<file path="config.mk">
export PLATFORM = sky130hd
export DESIGN_NAME = tt_sel_ctrl_flat
export DESIGN_NICKNAME = d
export VERILOG_FILES = /design/src/rtl/tt_sel_ctrl_if.sv /design/src/rtl/tt_sel_ctrl.sv /design/src/flat_wrapper.sv
export SDC_FILE = /design/constraint.sdc
export NUM_CORES = 1
export LEC_CHECK = 0
export ABC_AREA = 1
export BUFFER_PORTS_ARGS = -buffer_cell sky130_fd_sc_hd__buf_2
export CAP_MARGIN = 5
export CORE_ASPECT_RATIO = 1.75
export CORE_UTILIZATION = 50
export CTS_BUF_LIST = sky130_fd_sc_hd__clkbuf_4
export CTS_CLUSTER_SIZE = 8
export DETAILED_ROUTE_END_ITERATION = 8
export PLACE_DENSITY = 0.74
export SLEW_MARGIN = 15
export SYNTH_ARGS = -nofsm -noshare
export SYNTH_HDL_FRONTEND = slang
export SYNTH_SLANG_ARGS = --single-unit
</file>
<file path="constraint.sdc">
create_clock -name clk -period 4.14 [get_ports clk]
set_input_delay 0.207 -clock clk [delete_from_list [all_inputs] [get_ports clk]]
set_output_delay 0.207 -clock clk [all_outputs]
set_load 0.01 [all_outputs]
</file>
<file path="src/rtl/tt_sel_ctrl_if.sv">
// Pad-side control inputs and spine-side select/enable outputs of the
// tiny-tapeout design selector, bundled for connection to tt_sel_ctrl.
interface tt_sel_ctrl_if;
  logic       ctrl_sel_inc;
  logic       ctrl_sel_clr;
  logic       ctrl_ena;
  logic [8:0] spine_sel;
  logic       spine_ena;
  logic       busy;

  modport master (
    output ctrl_sel_inc,
    output ctrl_sel_clr,
    output ctrl_ena,
    input  spine_sel,
    input  spine_ena,
    input  busy
  );

  modport slave (
    input  ctrl_sel_inc,
    input  ctrl_sel_clr,
    input  ctrl_ena,
    output spine_sel,
    output spine_ena,
    output busy
  );
endinterface

</file>
<file path="src/rtl/tt_sel_ctrl.sv">
// Design selector: synchronises pad controls, tracks a target address and
// moves the spine mux to it with break-before-make guard intervals.
module tt_sel_ctrl #(
  parameter int GUARD_CYC = 4
) (
  input logic        clk,
  input logic        rst,
  tt_sel_ctrl_if.slave bus
);

  typedef enum logic [1:0] {
    ACTIVE,
    DROP,
    UPDATE,
    SETTLE
  } state_t;

  localparam logic [3:0] GUARD_INIT = 4'(GUARD_CYC - 1);

  logic       inc_s1, inc_s2;
  logic       clr_s1, clr_s2;
  logic       ena_s1, ena_s2;
  logic       inc_s, clr_s, ena_s;
  logic       inc_d;
  logic       primed;
  logic       armed;
  logic       inc_evt;

  logic [8:0] tgt;
  logic [8:0] cur;
  logic [8:0] cur_nx;
  logic [3:0] gcnt;
  logic [3:0] gcnt_nx;
  state_t     state;
  state_t     state_nx;
  logic       spine_ena_q;
  logic       spine_ena_nx;

  always_ff @(posedge clk or posedge rst) begin
    if (rst) begin
      inc_s1 <= 1'b0;
      inc_s2 <= 1'b0;
      clr_s1 <= 1'b0;
      clr_s2 <= 1'b0;
      ena_s1 <= 1'b0;
      ena_s2 <= 1'b0;
    end else begin
      inc_s1 <= bus.ctrl_sel_inc;
      inc_s2 <= inc_s1;
      clr_s1 <= bus.ctrl_sel_clr;
      clr_s2 <= clr_s1;
      ena_s1 <= bus.ctrl_ena;
      ena_s2 <= ena_s1;
    end
  end

  assign inc_s = inc_s2;
  assign clr_s = clr_s2;
  assign ena_s = ena_s2;

  // Edge detection is only armed once the pad has been seen low after reset,
  // so an inc level already high at reset release never counts as an event.
  always_ff @(posedge clk or posedge rst) begin
    if (rst) begin
      inc_d  <= 1'b0;
      primed <= 1'b0;
      armed  <= 1'b0;
    end else begin
      inc_d  <= inc_s;
      primed <= 1'b1;
      armed  <= armed | (primed & ~inc_s1);
    end
  end

  assign inc_evt = inc_s & ~inc_d & armed;

  always_ff @(posedge clk or posedge rst) begin
    if (rst) begin
      tgt <= '0;
    end else if (clr_s) begin
      tgt <= '0;
    end else if (inc_evt) begin
      tgt <= tgt + 9'd1;
    end
  end

  always_ff @(posedge clk or posedge rst) begin
    if (rst) begin
      state       <= ACTIVE;
      gcnt        <= '0;
      cur         <= '0;
      spine_ena_q <= 1'b0;
    end else begin
      state       <= state_nx;
      gcnt        <= gcnt_nx;
      cur         <= cur_nx;
      spine_ena_q <= spine_ena_nx;
    end
  end

  always_comb begin
    state_nx = state;
    gcnt_nx  = gcnt;
    cur_nx   = cur;
    case (state)
      ACTIVE: begin
        if (tgt != cur) begin
          state_nx = DROP;
          gcnt_nx  = GUARD_INIT;
        end
      end
      DROP: begin
        if (gcnt == 4'd0) begin
          state_nx = UPDATE;
        end else begin
          gcnt_nx = gcnt - 4'd1;
        end
      end
      UPDATE: begin
        cur_nx   = tgt;
        state_nx = SETTLE;
        gcnt_nx  = GUARD_INIT;
      end
      SETTLE: begin
        if (gcnt == 4'd0) begin
          state_nx = ACTIVE;
        end else begin
          gcnt_nx = gcnt - 4'd1;
        end
      end
      default: begin
        state_nx = ACTIVE;
        gcnt_nx  = '0;
      end
    endcase
  end

  // Enable only when parked on the target, so it is low whenever cur can move.
  assign spine_ena_nx = (state == ACTIVE) && (tgt == cur) && ena_s;

  assign bus.spine_sel = cur;
  assign bus.spine_ena = spine_ena_q;
  assign bus.busy      = (state != ACTIVE);

endmodule

</file>
<file path="src/flat_wrapper.sv">
// flat-port wrapper written by rule: the top's interface ports become plain ports
module tt_sel_ctrl_flat 
#(
  parameter int GUARD_CYC = 4
)
  (clk, rst, bus_ctrl_sel_inc, bus_ctrl_sel_clr, bus_ctrl_ena, bus_spine_sel, bus_spine_ena, bus_busy);
  tt_sel_ctrl_if bus_i ();
  input logic clk;
  input logic rst;
  input wire logic [$bits(bus_i.ctrl_sel_inc)-1:0] bus_ctrl_sel_inc;
  input wire logic [$bits(bus_i.ctrl_sel_clr)-1:0] bus_ctrl_sel_clr;
  input wire logic [$bits(bus_i.ctrl_ena)-1:0] bus_ctrl_ena;
  output wire logic [$bits(bus_i.spine_sel)-1:0] bus_spine_sel;
  output wire logic [$bits(bus_i.spine_ena)-1:0] bus_spine_ena;
  output wire logic [$bits(bus_i.busy)-1:0] bus_busy;
  assign bus_i.ctrl_sel_inc = bus_ctrl_sel_inc;
  assign bus_i.ctrl_sel_clr = bus_ctrl_sel_clr;
  assign bus_i.ctrl_ena = bus_ctrl_ena;
  assign bus_spine_sel = bus_i.spine_sel;
  assign bus_spine_ena = bus_i.spine_ena;
  assign bus_busy = bus_i.busy;
  tt_sel_ctrl #(.GUARD_CYC(GUARD_CYC)) u_core (.clk(clk), .rst(rst), .bus(bus_i));
endmodule
</file>
==> flow_summary.json <==
{
  "status": "complete, no violations",
  "synthFlopType": "dfrtp_1",
  "cts_root_buf": "clkbuf_4",
  "antenna-diode-count": 0,
  "crit_chain": "inv_1 > ha_1 > or2_2 > nand3_1 > nand2_1",
  "postSynthAreaPerCell_sq_um": 8.16,
  "clk_latency_ps": 330,
  "antenna_found_initial": 0,
  "core.rowCount": 27,
  "hold_viol_final": 0,
  "rsz0062_at_grt": "no",
  "wl_per_cell_microns": 11.2,
  "period_share": 0.368,
  "cts_tree": "built",
  "grtUsageTotal": 0.211,
  "grt_pass1_vias": 1343,
  "clk_path_buf_depth": 2,
  "wl_microns": 3090,
  "worst_slew_pin_slew_ps": 537,
  "cap_violations": 0,
  "r2r-start": "u_core.state[0]$_DFFE_PP0P_",
  "wl_met2_microns": 1710,
  "cp.required_ps": 4380,
  "dieArea_sq_mm": 0.00367,
  "ioPinCount": 16,
  "slew_violations": 0,
  "clock_skew_ps": 9.77,
  "ant_nets": 0,
  "cp.arrival_ps": 1760,
  "first_pass_iters": 6,
  "synth_edf_count": 0,
  "crit_path_start": "u_core.state[0]$_DFFE_PP0P_",
  "met3_length_microns": 87,
  "top_layer_used": "met4",
  "fillCellCount": 293,
  "synth.cell_area_sq_mm": 0.00171,
  "cts_sinks": 34,
  "post_cts_buffers": 0,
  "vias_per_cell": 4.87,
  "dp.cells": 266,
  "grt_max_degree": 35,
  "min_period_ps": 1520,
  "grt_overflow": 0,
  "path_buf_inv": 1,
  "drive_gt1_frac": 0.179,
  "max_slew_margin": 0.642,
  "crit_fanout": 19,
  "start_util": 0.534,
  "gp_congestion": 0.888,
  "numCtsBuffers": 5,
  "netlist_instances": 210,
  "worst_setup_path_end_kind": "flip-flop",
  "drcViolationCount": 0,
  "powerDensity_mw_per_mm2": 487,
  "nets": 246,
  "critPathKind": "flip-flop to flip-flop",
  "fin_cells": 277,
  "tns_ps": 0,
  "cts_resized": 0,
  "h-tree-depth": 2,
  "syn2layout_area_growth_pct": 12.3,
  "die_h_microns": 79.4,
  "via_count": 1348,
  "final_util": 0.600,
  "ys_types": 24,
  "start_kind": "flip-flop",
  "async_reset_ff_frac": 1.00,
  "drt_iter0_markers": 24,
  "setup_violations": 0,
  "ys_seq_elements": 34,
  "place_hpwl_microns": 2360,
  "cts.clk_slew.worst_paths_ps": 100,
  "p_leak_nw": 0.991,
  "syn_nets": 222,
  "yosysWarningCount": 0,
  "hp-class": "flip-flop to flip-flop",
  "hold_start": "u_core.ena_s1$_DFF_PP0_",
  "die_w_microns": 46.2,
  "wl_met1_microns": 1220,
  "placed_area_sq_mm": 0.00184,
  "ir_drop_mv": 0.365,
  "cpPeakStageDelay_ps": 420,
  "port_buffers": 15,
  "critPathSlowestCell": "dfrtp_1",
  "fmax_mhz": 657,
  "core-area_sq_mm": 0.00321,
  "seq_area_frac_synth": 0.497,
  "cp_top_family": "simple AND/OR/NAND/NOR gates",
  "fin_area_sq_mm": 0.00192,
  "grt_pass1_wl_microns": 5540
}
worst paths after layout:
path	end	slack, ps	depth (start not counted)
worst max register to register	u_core.state[0]$_DFFE_PP0P_	2620	5
min in group asynchronous	u_core.bus.spine_sel[7]$_DFFE_PP0P_	500	4
worst max-delay path	u_core.state[0]$_DFFE_PP0P_	2620	5
worst min register to register	u_core.ena_s$_DFF_PP0_	350	0
worst min-delay path	u_core.ena_s$_DFF_PP0_	350	0
max in group asynchronous	u_core.primed$_DFF_PP0_	3340	4
final cells by class:
class | instances | area [sq um] | share of cell area
Clock buffer | 5 | 37.5 | 0.0195
Clock inverter | 2 | 10.0 | 0.00520
Inverter | 36 | 135 | 0.0702
Multi-Input combinational cell | 137 | 714 | 0.371
Sequential cell | 34 | 851 | 0.442
Tap cell | 43 | 53.8 | 0.0280
Timing Repair Buffer | 20 | 123 | 0.0637
cell usage in the layout, fill, tap and decap left out:
cell | Yosys | routed
nand3_4 | 1 | 1
o21ai_1 | 1 | 1
buf_4 | 0 | 1
nor2_4 | 3 | 3
nor2_1 | 13 | 13
conb_1 | 1 | 1
o21ai_0 | 19 | 19
nand2_1 | 58 | 58
o21bai_1 | 1 | 1
nand2_2 | 4 | 4
clkinv_2 | 0 | 2
a21oi_1 | 7 | 7
clkinv_1 | 1 | 1
nand4_1 | 3 | 3
inv_2 | 4 | 4
inv_1 | 31 | 31
nand2_4 | 1 | 1
nand3_1 | 11 | 11
clkbuf_4 | 0 | 5
or2_2 | 1 | 1
dlygate4sd3_1 | 0 | 4
ha_1 | 7 | 7
buf_2 | 1 | 15
nor2_2 | 3 | 3
o21bai_2 | 2 | 2
dfrtp_1 | 34 | 34
nor3_1 | 1 | 1
cells by family after synthesis:
group | share of synthesized area
other | 0.00219
adder cells (fa/ha/maj) | 0.0511
AND/OR/NAND/NOR | 0.267
buffers and inverters | 0.0862
flip-flops | 0.497
AO/OA/AOI/OAI | 0.0964
power by group:
group          switching [mW]  leakage [nW]  internal, mW
sequential             0.0347         0.439         0.374
combinational           0.220         0.521         0.137
clock                   0.110        0.0308        0.0610
flip-flops by register name, indices dropped and copies added (netlist names), 2 cells and up:
name                  cells
u_core.tgt                9
u_core.state              2
u_core.bus.spine_sel      9
u_core.gcnt               4
stage by stage:
| stage | setup slack [ps] | power (mW) | hold WS (ps) |
|---|---|---|---|
| after floorplan | 2770 | 0.694 | 238 |
| after global placement | 2650 | 0.769 | 315 |
| after detailed placement | 2620 | 0.778 | 317 |
| after CTS | 2600 | 0.953 | 359 |
| after global routing | 2490 | 1.02 | 374 |
| final | 2620 | 0.938 | 354 |
synth_stat cells, types with 4 or more instances:
master / count / area share
inv_1: 31 / 0.068
o21ai_0: 19 / 0.056
nand3_1: 11 / 0.032
nor2_1: 13 / 0.028
a21oi_1: 7 / 0.020
nand2_2: 4 / 0.015
ha_1: 7 / 0.051
inv_2: 4 / 0.0088
nand2_1: 58 / 0.13
dfrtp_1: 34 / 0.50
what timing repair did:
action,4_1_cts,5_1_grt
hold endpoints to repair,37,0
setup endpoints to repair,0,0
hold buffers,4,0
metal layers:
metal | GRT usage | vias up
met4 | 0.103 | 0
met3 | 0.0407 | 7
met1 | 0.222 | 626
li1 | - | 690
met5 | 0 | -
met2 | 0.375 | 25
No activity file was read; power rests on OpenSTA's default activity.
